===== src/rtl/ram_byte_ctrl.sv =====
// ram_byte_ctrl: serves the data cache's 32-bit RAM request port from an
// 8-bit synchronous external RAM. Each word read becomes four byte reads
// and each word write becomes byte writes gated by the byte enables.
// Little-endian: byte 0 is data[7:0] at the lowest byte address.
//
// Optional build macro RAM_BYTE_CTRL_WRITE_SKIP_EN: when defined, writes visit
// only enabled bytes (one cycle each, strobe on every write cycle), and a
// write with no enabled bytes completes without any RAM cycle. When undefined,
// every write takes four RAM cycles with the strobe gated by the byte enable.
//
// Ports:
//   clk, rst      clock, synchronous active-high reset
//   req_addr_i    word request address (bits [1:0] and above RAM_ADDR_W ignored)
//   req_we_i      1 = write, 0 = read
//   req_sel_i     write byte enables, sel[i] enables byte i
//   req_data_i    write data
//   req_ce_i      request valid, held until req_ready_o
//   req_data_o    read data, updated only by a completed read
//   req_ready_o   one-cycle completion pulse
//   busy_o        high whenever the controller is not idle
//   ram_a_o       external byte address (holds when idle)
//   ram_wr_o      external byte write strobe
//   ram_dout_o    external byte write data (holds when idle)
//   ram_din_i     external byte read data, one cycle after its address
module ram_byte_ctrl #(
  parameter int unsigned RAM_ADDR_W = 17
) (
  input  logic                  clk,
  input  logic                  rst,
  input  logic [31:0]           req_addr_i,
  input  logic                  req_we_i,
  input  logic [3:0]            req_sel_i,
  input  logic [31:0]           req_data_i,
  input  logic                  req_ce_i,
  output logic [31:0]           req_data_o,
  output logic                  req_ready_o,
  output logic                  busy_o,
  output logic [RAM_ADDR_W-1:0] ram_a_o,
  output logic                  ram_wr_o,
  output logic [7:0]            ram_dout_o,
  input  logic [7:0]            ram_din_i
);

  typedef enum logic [1:0] {IDLE, READ, WRITE, DONE} state_t;

  state_t                  state_q;
  logic [2:0]              cnt_q;
  logic [RAM_ADDR_W-1:2]   base_q;
  logic [3:0]              sel_q;
  logic [31:0]             data_q;
  logic [23:0]             rbuf_q;
  logic [31:0]             req_data_q;
  logic                    ready_q;
  logic [RAM_ADDR_W-1:0]   ram_a_q;
  logic                    ram_wr_q;
  logic [7:0]              ram_dout_q;

  // Byte index following the current one (wraps only where unused).
  logic [1:0]              nidx;
  assign nidx = cnt_q[1:0] + 2'd1;

  // Address bits outside the byte-address window are intentionally ignored.
  logic unused_addr_bits;
  assign unused_addr_bits = ^{req_addr_i[31:RAM_ADDR_W], req_addr_i[1:0]};

`ifdef RAM_BYTE_CTRL_WRITE_SKIP_EN
  // Lowest enabled byte index at or above 'from'; 4 means none left.
  function automatic logic [2:0] next_sel(input logic [3:0] sel,
                                          input logic [2:0] from);
    next_sel = 3'd4;
    for (int unsigned i = 4; i > 0; i--) begin
      if ((i - 1) >= from && sel[i-1]) next_sel = 3'(i - 1);
    end
  endfunction

  logic [2:0] first_idx;
  logic [2:0] next_idx;
  always_comb begin
    first_idx = next_sel(req_sel_i, 3'd0);
    next_idx  = next_sel(sel_q, cnt_q + 3'd1);
  end
`endif

  always_ff @(posedge clk) begin
    if (rst) begin
      state_q    <= IDLE;
      cnt_q      <= '0;
      base_q     <= '0;
      sel_q      <= '0;
      data_q     <= '0;
      rbuf_q     <= '0;
      req_data_q <= '0;
      ready_q    <= 1'b0;
      ram_a_q    <= '0;
      ram_wr_q   <= 1'b0;
      ram_dout_q <= '0;
    end else begin
      ready_q  <= 1'b0;
      ram_wr_q <= 1'b0;
      case (state_q)
        IDLE: begin
          if (req_ce_i) begin
            base_q <= req_addr_i[RAM_ADDR_W-1:2];
            sel_q  <= req_sel_i;
            data_q <= req_data_i;
            cnt_q  <= '0;
            if (!req_we_i) begin
              state_q <= READ;
              ram_a_q <= {req_addr_i[RAM_ADDR_W-1:2], 2'b00};
            end else begin
`ifdef RAM_BYTE_CTRL_WRITE_SKIP_EN
              if (first_idx[2]) begin
                state_q <= DONE;
                ready_q <= 1'b1;
              end else begin
                state_q    <= WRITE;
                cnt_q      <= first_idx;
                ram_a_q    <= {req_addr_i[RAM_ADDR_W-1:2], first_idx[1:0]};
                ram_dout_q <= req_data_i[{first_idx[1:0], 3'b000} +: 8];
                ram_wr_q   <= 1'b1;
              end
`else
              state_q    <= WRITE;
              ram_a_q    <= {req_addr_i[RAM_ADDR_W-1:2], 2'b00};
              ram_dout_q <= req_data_i[7:0];
              ram_wr_q   <= req_sel_i[0];
`endif
            end
          end
        end

        // Address for byte n goes out at cnt=n; its data arrives at cnt=n+1.
        READ: begin
          case (cnt_q)
            3'd1:    rbuf_q[7:0]   <= ram_din_i;
            3'd2:    rbuf_q[15:8]  <= ram_din_i;
            3'd3:    rbuf_q[23:16] <= ram_din_i;
            default: ;
          endcase
          if (cnt_q == 3'd4) begin
            req_data_q <= {ram_din_i, rbuf_q};
            ready_q    <= 1'b1;
            state_q    <= DONE;
          end else begin
            cnt_q <= cnt_q + 3'd1;
            if (cnt_q != 3'd3) ram_a_q <= {base_q, nidx};
          end
        end

        WRITE: begin
`ifdef RAM_BYTE_CTRL_WRITE_SKIP_EN
          if (next_idx[2]) begin
            state_q <= DONE;
            ready_q <= 1'b1;
          end else begin
            cnt_q      <= next_idx;
            ram_a_q    <= {base_q, next_idx[1:0]};
            ram_dout_q <= data_q[{next_idx[1:0], 3'b000} +: 8];
            ram_wr_q   <= 1'b1;
          end
`else
          if (cnt_q == 3'd3) begin
            state_q <= DONE;
            ready_q <= 1'b1;
          end else begin
            cnt_q      <= cnt_q + 3'd1;
            ram_a_q    <= {base_q, nidx};
            ram_dout_q <= data_q[{nidx, 3'b000} +: 8];
            ram_wr_q   <= sel_q[nidx];
          end
`endif
        end

        DONE:    state_q <= IDLE;
        default: state_q <= IDLE;
      endcase
    end
  end

  assign req_data_o  = req_data_q;
  assign req_ready_o = ready_q;
  assign busy_o      = (state_q != IDLE);
  assign ram_a_o     = ram_a_q;
  assign ram_wr_o    = ram_wr_q;
  assign ram_dout_o  = ram_dout_q;

endmodule


===== config.mk =====
export PLATFORM = sky130hd
export DESIGN_NAME = ram_byte_ctrl
export DESIGN_NICKNAME = d
export VERILOG_FILES = /design/src/rtl/ram_byte_ctrl.sv
export SDC_FILE = /design/constraint.sdc
export NUM_CORES = 1
export LEC_CHECK = 0
export ABC_CLOCK_PERIOD_IN_PS = 3100
export BUFFER_PORTS_ARGS = -buffer_cell sky130_fd_sc_hd__buf_2
export CAP_MARGIN = 20
export CORE_MARGIN = 4
export CORE_UTILIZATION = 53
export DETAILED_ROUTE_END_ITERATION = 10
export PLACE_DENSITY_LB_ADDON = 0.12
export SYNTH_ARGS = -nofsm -noshare
export SYNTH_HDL_FRONTEND = slang
export SYNTH_SLANG_ARGS = --single-unit

===== constraint.sdc =====
create_clock -name clk -period 3.1 [get_ports clk]
set_input_delay 0.155 -clock clk [delete_from_list [all_inputs] [get_ports clk]]
set_output_delay 0.155 -clock clk [all_outputs]
set_load 0.05 [all_outputs]

Yosys cells after proc, flatten, opt, wreduce, memory -nomap -nowiden
Index checks and enable logic that the tools add are counted.
- register bits: 139
- bits of input ports: 80
- output and inout bits: 60
- word-level logic and storage cells: 72
- add/subtract/negate cells: 2
- order comparisons: 1
- equality and inequality tests: 15
- shift-type cells: 1
- mux-type cells: 27
- reduce and logical (&&, ||, !) cells: 13
- operators by type and width (kind ; count):
    $mux W17 ; 4
    $pmux W17 S3 ; 1
    $shiftx A32 B6 Y8 ; 1
    $mux W8 ; 3
    $pmux W8 S2 ; 1
    $ne A2 B2 Y1 const B ; 7
    $reduce_and A2 Y1 ; 5
    $mux W3 ; 3
    $pmux W3 S3 ; 1
    $mux W2 ; 4
    $pmux W2 S4 ; 1
    $reduce_and A4 Y1 ; 2
    $eq A3 B2 Y1 const B ; 2
    $mux W1 ; 6
    $reduce_and A5 Y1 ; 1
    $eq A2 B2 Y1 const B ; 2
    $pmux W1 S2 ; 2
    $reduce_bool A2 Y1 ; 2
    $add A3 B1 Y3 const B ; 1
    $eq A3 B1 Y1 const B ; 1
    $eq A3 B3 Y1 const B ; 1
    $lt A2 B3 Y1 const B ; 1
    $ne A3 B2 Y1 const B ; 1
    $reduce_and A3 Y1 ; 1
    other kinds (5) ; 5

Depth between registers and ports, before layout
Gate-level depths: netlist of the first run.
- depth after elaboration: 5
- gate-level depth with buffers: 8
- gate-level depth less buffers: 6

Worst setup path after synthesis of the first run
Ideal clock, no wire load.
- kind: reg-to-reg
- from: register cnt_q[0]
- to: register ram_dout_q[2] (netlist: ram_dout_o[2])
- library setup time: 0.132 ns
- data arrival time: 2.096 ns
- required time: 2.968 ns
- path slack: 0.872 ns
- stages on the path, launching flop included: 8
- buffers on the path: 2
- period minus slack after synthesis: 2.228 ns
- cells stage by stage: dfxtp_1 buf_2 inv_1 ha_1 buf_2 mux4_2 a211oi_1 nor3_1
- cells in the longest elaborated chain, start to end: 4
- elaborated cells on any way between the ends: 7
- classes of those cells: 1 x add/sub; 2 x eq/ne; 1 x shift; 2 x mux; 1 x reduce/logical
- RTL lines (item ; line ; text):
    start: declaration ; 47 ; logic [2:0] cnt_q;
    start signal: assignment ; 145 ; cnt_q <= cnt_q + 3'd1;
    start signal: assignment ; 166 ; cnt_q <= cnt_q + 3'd1;
    $add A2 B1 Y2 ; 60 ; assign nidx = cnt_q[1:0] + 2'd1;
    $shiftx A32 B6 Y8 ; 168 ; ram_dout_q <= data_q[{nidx, 3'b000} +: 8];
    $mux W8 ; 162 ; if (cnt_q == 3'd3) begin
    $pmux W8 S2 ; 100 ; case (state_q)
    end signal: assignment ; 125 ; ram_dout_q <= req_data_i[7:0];
    end signal: assignment ; 168 ;
    end: declaration ; 56 ; logic [7:0] ram_dout_q;
Parallel ways exist; a longest one is shown, timed or not. The select of a mux whose other input is x is not followed.
A chain may end at the register's enable or synchronous reset.

Final worst setup path of the first run
- from: register state_q[0]
- to: register ram_a_q[7] (netlist: ram_a_o[7])
- cells in the longest elaborated chain, start to end: 3
- elaborated cells on any way between the ends: 10
- classes of those cells: 6 x eq/ne; 1 x mux; 3 x reduce/logical
- RTL lines (item ; line ; text):
    start: declaration ; 46 ; state_t state_q;
    start signal: assignment ; 86 ; state_q <= IDLE;
    start signal: assignment ; 108 ; state_q <= READ;
    start signal: assignment ; 123 ; state_q <= WRITE;
    $eq A2 B1 Y1, or another cell as far along ; 100 ;
    $ne A2 B2 Y1 (no source line) or $reduce_bool A3 Y1 (tied branches) ; n/a ;
    $reduce_and A5 Y1 (no source line) ; n/a ;
    end signal: assignment ; 109 ; ram_a_q <= {req_addr_i[RAM_ADDR_W-1:2], 2'b00};
    end signal: assignment ; 124 ; ram_a_q <= {req_addr_i[RAM_ADDR_W-1:2], 2'b00};
    end signal: assignment ; 146 ; if (cnt_q != 3'd3) ram_a_q <= {base_q, nidx};
    end: declaration ; 54 ; logic [RAM_ADDR_W-1:0] ram_a_q;
Parallel ways exist; a longest one is shown, timed or not.

==> summary.md, run 1 <==
| Metric | Value |
|---|---|
| Worst skew pair latency | 0.52 ns |
| FMAX | 429 MHz |
| Clk slew on worst S/H paths | approximately 0.060 ns |
| CP arrival | approximately 2.8 ns |
| RSZ-0062 raised after global routing | no |
| Drt first pass iters | 5 |
| Max cap viols | 0 |
| I/O pin cnt | 140 |
| First-pass GRT wire length | 22.6 mm |
| Hold depth | 2 |
| Clock power frac | 31.7% |
| Layout cells sized above 1 | 22.7% |
| Net switching power | 2.44 mW |
| Clock Tree Buf Depth | 2 |
| Power per cell area | slightly below 900 mW/mm^2 |
| # rows | 37 |
| Die area | 0.0122 sq mm |
| Area taken by multi-input logic gates | 0.00253 sq mm |
| Sum Neg Setup Slack | 0 ns |
| Die Y | between 100 and 150 um |
| Global Route Usage Sum | 23.8% |
| P&R area growth vs syn | 33.9% |
| Clock Skew | 0.00740 ns |
| Syn_area_per_cell | 8.43 sq um |
| Logic pwr share | roughly a third |
| Core footprint | around 0.010 sq mm |
| Filler Cell Count | 759 |
| Vias in the first global route | about 5000 |
| Outcome | complete, no violations |
| Hold Fails Final Rpt | 0 |
| Min Clock Period, post-route | ~2.3 ns |
| Largest net degree at the start of global routing | between 60 and 70 |
| Synthesized flop and latch total | roughly 140 |
| Unique masters post-synth | 32 |
| Period utilisation layout | 75.2% |
| Drt via density | between 5 and 6 |
| Routed WL | roughly 14 mm |
| Initial antenna violation count | 0 |
| Least-Margin Pin Slew | 0.972 ns |
| DRC | 0 |
| First-iteration detailed-routing DRC count | 314 |
| NumNets Final | 909 |
| Register area | 0.00278 sq mm |
| H-tree Lvls | 4 |
| Setup slack, reg-to-reg | 0.77 ns |
| Vias | roughly 5100 |
| CTS tree | built |
| Number of I/O port buffers | ~120 |
| Register share of total power | around a third |
| Cells after Synth | around 660 |
| Worst Path Required | 3.54 ns |
| Leak | 3.02 nW |
| Setup violators final | 0 |
| Register area share after synthesis | approximately half |
| Relative max-transition margin | 35.0% |
| Initial Utilization | 54.2% |
| Post-layout util | 72.5% |
| Post-DP HPWL | 8.70 mm |
| Worst Hold Class | input port to flop |
| Global route overflow | 0 |
| Die W | 110 um |
| IR drop worst, VDD | 0.000521 V |
| Root cell of the clock tree | clkbuf_8 |
| Ant diodes | 0 |
| Clk sink count | 139 |
| Mapped Area | 0.00554 sq mm |
| Synth Net Count | 746 |
| Setup CP Type | flop to flop |
| Fin. max-slew vios | 0 |
| Int Power | 4.19 mW |
| Gp weighted congestion | 0.802 |
| Drt wl/cell | between 10 and 15 um |
| Crit path capture type | flop |
| Worst-path fanout max | 34 |
| Syn. warnings | 0 |
| Worst R2R Path Depth | 7 |
| Num CTS Buffers | 17 |
| Antenna Nets Post-Route | 0 |
| Crit path launch type | flop |
| Switching part of the total power | 36.8% |
[timing repair]
action | CTS | global route
resized for setup | 0 | 0
hold buffers | 60 | 0
buffers inserted | 0 | 0
setup endpoints to repair | 0 | 0
hold endpoints to repair | 88 | 0
[stage by stage]
step / cells / power, mW / worst slack [ns] / area [sq um] / hold slack (ns)
finish: 968 / 6.63 / 0.769 / 7420 / 0.138
global route: 968 / 6.97 / 0.594 / 7420 / 0.178
global placement: 877 / 4.43 / 0.862 / 6200 / 0.395
detailed placement: 877 / 4.50 / 0.763 / 6200 / 0.402
floorplan: 657 / 4.00 / 0.872 / 5540 / 0.291
CTS: 968 / 6.68 / 0.742 / 7420 / 0.124
[path summary, 6_finish.rpt]
path	to	startpoint
max	ram_a_o[7]	state_q[0]
min	state_q[0]	rst
max reg2reg	ram_a_o[7]	state_q[0]
min reg2reg	req_data_o[31]	req_data_o[31]
[routing by layer]
metal | up-vias | GRT usage, % | wire [um]
li1 | 2532 | - | -
met1 | 2340 | 28.0 | 5660
met2 | 141 | 41.6 | 7150
met3 | 37 | 4.89 | 721
met4 | 0 | 11.1 | 365
met5 | - | 0 | 0
[worst max-delay path, cell delays in order, from the launching register on]
cell and delay, ns:
dfxtp_1 0.38, inv_1 0.08, ha_1 0.45, a32o_2 0.37, nor4_4 0.24, buf_4 0.39, nor2_1 0.11, a211oi_2 0.22
[cell families after synthesis]
family / after synthesis / share of synthesized area [%]
AND/OR/NAND/NOR: 285 / 21.2
AO/OA/AOI/OAI: 142 / 15.5
flip-flops: 139 / 50.2
buffers and inverters: 54 / 4.13
multiplexers: 28 / 6.89
adder cells (fa/ha/maj): 9 / 2.03
[state kept, by name (all words and copies together), names as in the netlist, 2 cells and up]
name        count
base_q         15
cnt_q           3
data_q         32
ram_a_o        17
ram_dout_o      8
rbuf_q         24
req_data_o     32
sel_q           4
state_q         2
[cells in the mapped netlist (all sizes together)]
| cell | count | area share [%] |
|---|---|---|
| nand2b | 2 | 0.23 |
| inv | 6 | 0.41 |
| a21oi | 108 | 9.8 |
| nor4 | 1 | 0.38 |
| a211o | 1 | 0.16 |
| a311oi | 1 | 0.16 |
| nor2 | 29 | 2.0 |
| a32o | 1 | 0.20 |
| buf | 15 | 1.5 |
| o31ai | 2 | 0.27 |
| nor3 | 9 | 0.81 |
| mux2 | 1 | 0.20 |
| a32oi | 1 | 0.16 |
| nor3b | 1 | 0.14 |
| a211oi | 25 | 4.5 |
| nand2 | 207 | 14 |
| ha | 9 | 2.0 |
| o21ai | 2 | 0.18 |
| mux2i | 19 | 3.4 |
| mux4 | 8 | 3.3 |
| nand3 | 19 | 1.7 |
| clkbuf | 33 | 2.2 |
| nor2b | 11 | 1.2 |
| a31o | 1 | 0.16 |
| and3 | 1 | 0.11 |
| and2 | 5 | 0.56 |
| dfxtp | 139 | 50 |
[area by class of cell]
| type | count | share of cell area [%] |
|---|---|---|
| timing repair buffer | 192 | 17.4 |
| multi-input combinational | 464 | 34.1 |
| sequential | 139 | 37.5 |
| clock buffer | 21 | 6.19 |
| tap | 136 | 2.29 |
| clock inverter | 10 | 2.21 |
| inverter | 6 | 0.303 |
[cell usage in the layout (no fill, tap or decap), drive strengths merged, types with 2 or more instances in the layout]
| master | synthesis | layout |
|---|---|---|
| a211oi | 25 | 25 |
| a21oi | 108 | 108 |
| and2 | 5 | 5 |
| buf | 15 | 132 |
| bufinv | 0 | 4 |
| clkbuf | 33 | 21 |
| clkinvlp | 0 | 4 |
| dfxtp | 139 | 139 |
| dlygate4sd3 | 0 | 60 |
| ha | 9 | 9 |
| inv | 6 | 7 |
| mux2i | 19 | 19 |
| mux4 | 8 | 8 |
| nand2 | 207 | 207 |
| nand2b | 2 | 2 |
| nand3 | 19 | 19 |
| nor2 | 29 | 29 |
| nor2b | 11 | 11 |
| nor3 | 9 | 9 |
| o21ai | 2 | 2 |
| o31ai | 2 | 2 |
[power by group through the flow]
stage / Combinational [mW] / Clock, mW / Sequential, mW
final: 2.31 / 2.10 / 2.22
after global routing: 2.51 / 2.21 / 2.25
after CTS: 2.32 / 2.14 / 2.21
after detailed placement: 2.25 / 0 / 2.25
after global placement: 2.19 / 0 / 2.24
after floorplan: 1.29 / 0 / 2.70
Power figures use the tool's default switching activity.
==> run 2, diff against run 1 <==
--- a/config.mk
+++ b/config.mk
@@ -5,11 +5,11 @@
 export SDC_FILE = /design/constraint.sdc
 export NUM_CORES = 1
 export LEC_CHECK = 0
-export ABC_CLOCK_PERIOD_IN_PS = 3100
+export ABC_CLOCK_PERIOD_IN_PS = 2000
 export BUFFER_PORTS_ARGS = -buffer_cell sky130_fd_sc_hd__buf_2
 export CAP_MARGIN = 20
 export CORE_MARGIN = 4
-export CORE_UTILIZATION = 53
+export CORE_UTILIZATION = 48
 export DETAILED_ROUTE_END_ITERATION = 10
 export PLACE_DENSITY_LB_ADDON = 0.12
 export SYNTH_ARGS = -nofsm -noshare
==> constraint.sdc (replaced) <==
create_clock -name clk -period 2 [get_ports clk]
set_input_delay 0.1 -clock clk [delete_from_list [all_inputs] [get_ports clk]]
set_output_delay 0.1 -clock clk [all_outputs]
set_load 0.05 [all_outputs]
==> summary.md, run 2 (same netlist as run 1, synthesis figures left out) <==
| Metric | Value |
|---|---|
| Global Route Usage Sum | 22.4% (-1.4 points) |
| Switching part of the total power | 36.3% (-0.55 points) |
| Post-DP HPWL | 9.22 mm (+6.0%) |
| Num CTS Buffers | 17 (unchanged) |
| Register share of total power | 32.5% (-0.9 points) |
| Period utilisation layout | 95.5% (+20 points) |
| Relative max-transition margin | 69.1% (+34 points) |
| Worst-path fanout max | 7 (-79%) |
| Min Clock Period, post-route | 1.91 ns (-0.420 ns) |
| Die Y | 115 um (+4.7%) |
| IR drop worst, VDD | 0.00102 V (+95%) |
| Outcome | complete, no violations |
| Drt wl/cell | 14.6 um (+1.6%) |
| Vias | 5081 (+0.61%) |
| I/O pin cnt | 140 (unchanged) |
| First-iteration detailed-routing DRC count | 328 (+4.5%) |
| DRC | 0 (unchanged) |
| Largest net degree at the start of global routing | 61 (-3.2%) |
| Crit path launch type | flop |
| NumNets Final | 923 (+1.5%) |
| Crit path capture type | flop |
| Cell Area, Placed | 0.00637 sq mm (+2.7%) |
| Layout cells sized above 1 | 24.4% (+1.7 points) |
| Antenna Nets Post-Route | 0 (unchanged) |
| Number of I/O port buffers | 122 (unchanged) |
| Hold Worst Slack | 0.0486 ns (-0.0898 ns) |
| Power per cell area | 1390 mW/mm^2 (+56%) |
| Clock Skew | 0.00510 ns (-0.00229 ns) |
| Clk sink count | 139 (unchanged) |
| Pwr Total | 10.6 mW (+60%) |
| Root cell of the clock tree | clkbuf_16 |
| Least-Margin Pin Slew | 0.461 ns (-0.511 ns) |
| Drt first pass iters | 4 (-1) |
| First-pass GRT wire length | 23.5 mm (+4.1%) |
| # rows | 38 (+2.7%) |
| Filler Cell Count | 882 (+16%) |
| Drt via density | 5.15 (-1.3%) |
| Initial antenna violation count | 0 (unchanged) |
| Gp weighted congestion | 0.804 (+0.32%) |
| Max cap viols | 0 (unchanged) |
| P&R area growth vs syn | 37.7% |
| Initial Utilization | 50.0% (-4.1 points) |
| Vias in the first global route | 5050 (+3.2%) |
| Clock Tree Buf Depth | 2 (unchanged) |
| FMAX | 523 MHz (+22%) |
| CP arrival | 2.20 ns (-0.57 ns) |
| Die area | 0.0133 sq mm (+9.6%) |
| Sum Neg Setup Slack | 0 ns (unchanged) |
| Worst Hold Class | input port to flop |
| Commonest non-fill, non-tap cell in the layout | nand2_1 |
| Clock power frac | 29.8% (-1.9 points) |
| Logic pwr share | 37.7% (+2.8 points) |
| Leak | 3.13 nW (+3.9%) |
| Worst Path Required | 2.29 ns (-1.25 ns) |
| Final instance area | 0.00763 sq mm (+2.8%) |
| Int Power | 6.77 mW (+62%) |
| Most frequent cells in the layout | 206 x nand2_1, 137 x dfxtp_1, 121 x buf_2, 108 x a21oi_1, 59 x dlygate4sd3_1 |
| CTS tree | built |
| H-tree Lvls | 4 (unchanged) |
| Setup CP Type | flop to flop |
| Hold Fails Final Rpt | 0 (unchanged) |
| Fin. max-slew vios | 0 (unchanged) |
| Routed WL | 14.4 mm (+3.5%) |
| Global route overflow | 0 (unchanged) |
| Ant diodes | 0 (unchanged) |
| Setup violators final | 0 (unchanged) |
| Clk slew on worst S/H paths | 0.06 ns (about the same) |
| Worst skew pair latency | 0.42 ns (-0.10 ns) |
| Core footprint | 0.0111 sq mm (+8.3%) |
| Net switching power | 3.85 mW (+58%) |
| Die W | 115 um (+4.7%) |
-- run 2: changes by cell type in the layout (fill, tap and decap cells not counted), moves of 2 or more --
cell        change
buf_12          +7
clkbuf_1        +3
dfxtp_2         +2
clkinvlp_4      -4
buf_4           +7
clkinv_2        +4
clkbuf_16       +2
dfxtp_1         -2
ha_1            -2
-- run 2: worst paths after layout --
path,start,end,slack (ns),depth (start not counted)
worst max-delay path,cnt_q[0],ram_dout_o[1],0.09,7
worst min-delay path,req_we_i,ram_wr_o,0.05,3
worst max register to register,cnt_q[0],ram_dout_o[1],0.09,7
worst min register to register,req_data_o[5],req_data_o[5],0.45,2
-- run 2: power by group through the flow --
stage / Combinational [mW] / Sequential (mW) / Clock [mW]
3_3_place_gp: 3.66 / 3.48 / 0
4_1_cts: 3.84 / 3.45 / 3.22
5_1_grt: 4.32 / 3.50 / 3.34
6_report: 4.00 / 3.45 / 3.17
3_5_place_dp: 3.75 / 3.50 / 0
2_1_floorplan: 2.05 / 4.20 / 0
-- run 2: per-layer routing --
| layer | vias up | GRT usage [%] | routed length [um] |
|---|---|---|---|
| met5 | - | 0 | 0 |
| met4 | 0 | 12.3 | 572 |
| met3 | 50 | 5.95 | 745 |
| met2 | 148 | 37.9 | 7120 |
| met1 | 2325 | 25.9 | 5950 |
| li1 | 2558 | - | - |
-- run 2: repair_timing --
item                       4_1_cts  5_1_grt
hold buffers                    59        0
setup endpoints to repair        0       17
setup buffers                    0        4
hold endpoints to repair        80        0
gates resized for setup          0        3
-- run 2: worst max-delay path: stages (launching register included) --
cell and delay [ns]:
dfxtp_2 0.33, ha_1 0.19, ha_1 0.22, buf_4 0.15, and2_1 0.17, a211o_1 0.37, a211oi_1 0.25, nor3_1 0.10
-- run 2: through the flow --
step	setup slack [ns]	utilization (%)	cells
2_1_floorplan	0.0358	-	657
4_1_cts	0.0375	68.2	982
6_report	0.0895	68.9	987
3_5_place_dp	0.0360	57.5	891
5_1_grt	-0.00146	68.9	987
3_3_place_gp	0.100	57.5	891
-- run 2: layout make-up --
class                   count  area [sq um]  area share (%)
multi-input cells         464          2550            33.5
inverters                   6          22.5           0.295
clock buffers              24           482            6.31
clock inverters             8           115            1.51
well taps                 140           175            2.30
repair buffers            206          1500            19.6
flip-flops and latches    139          2790            36.5
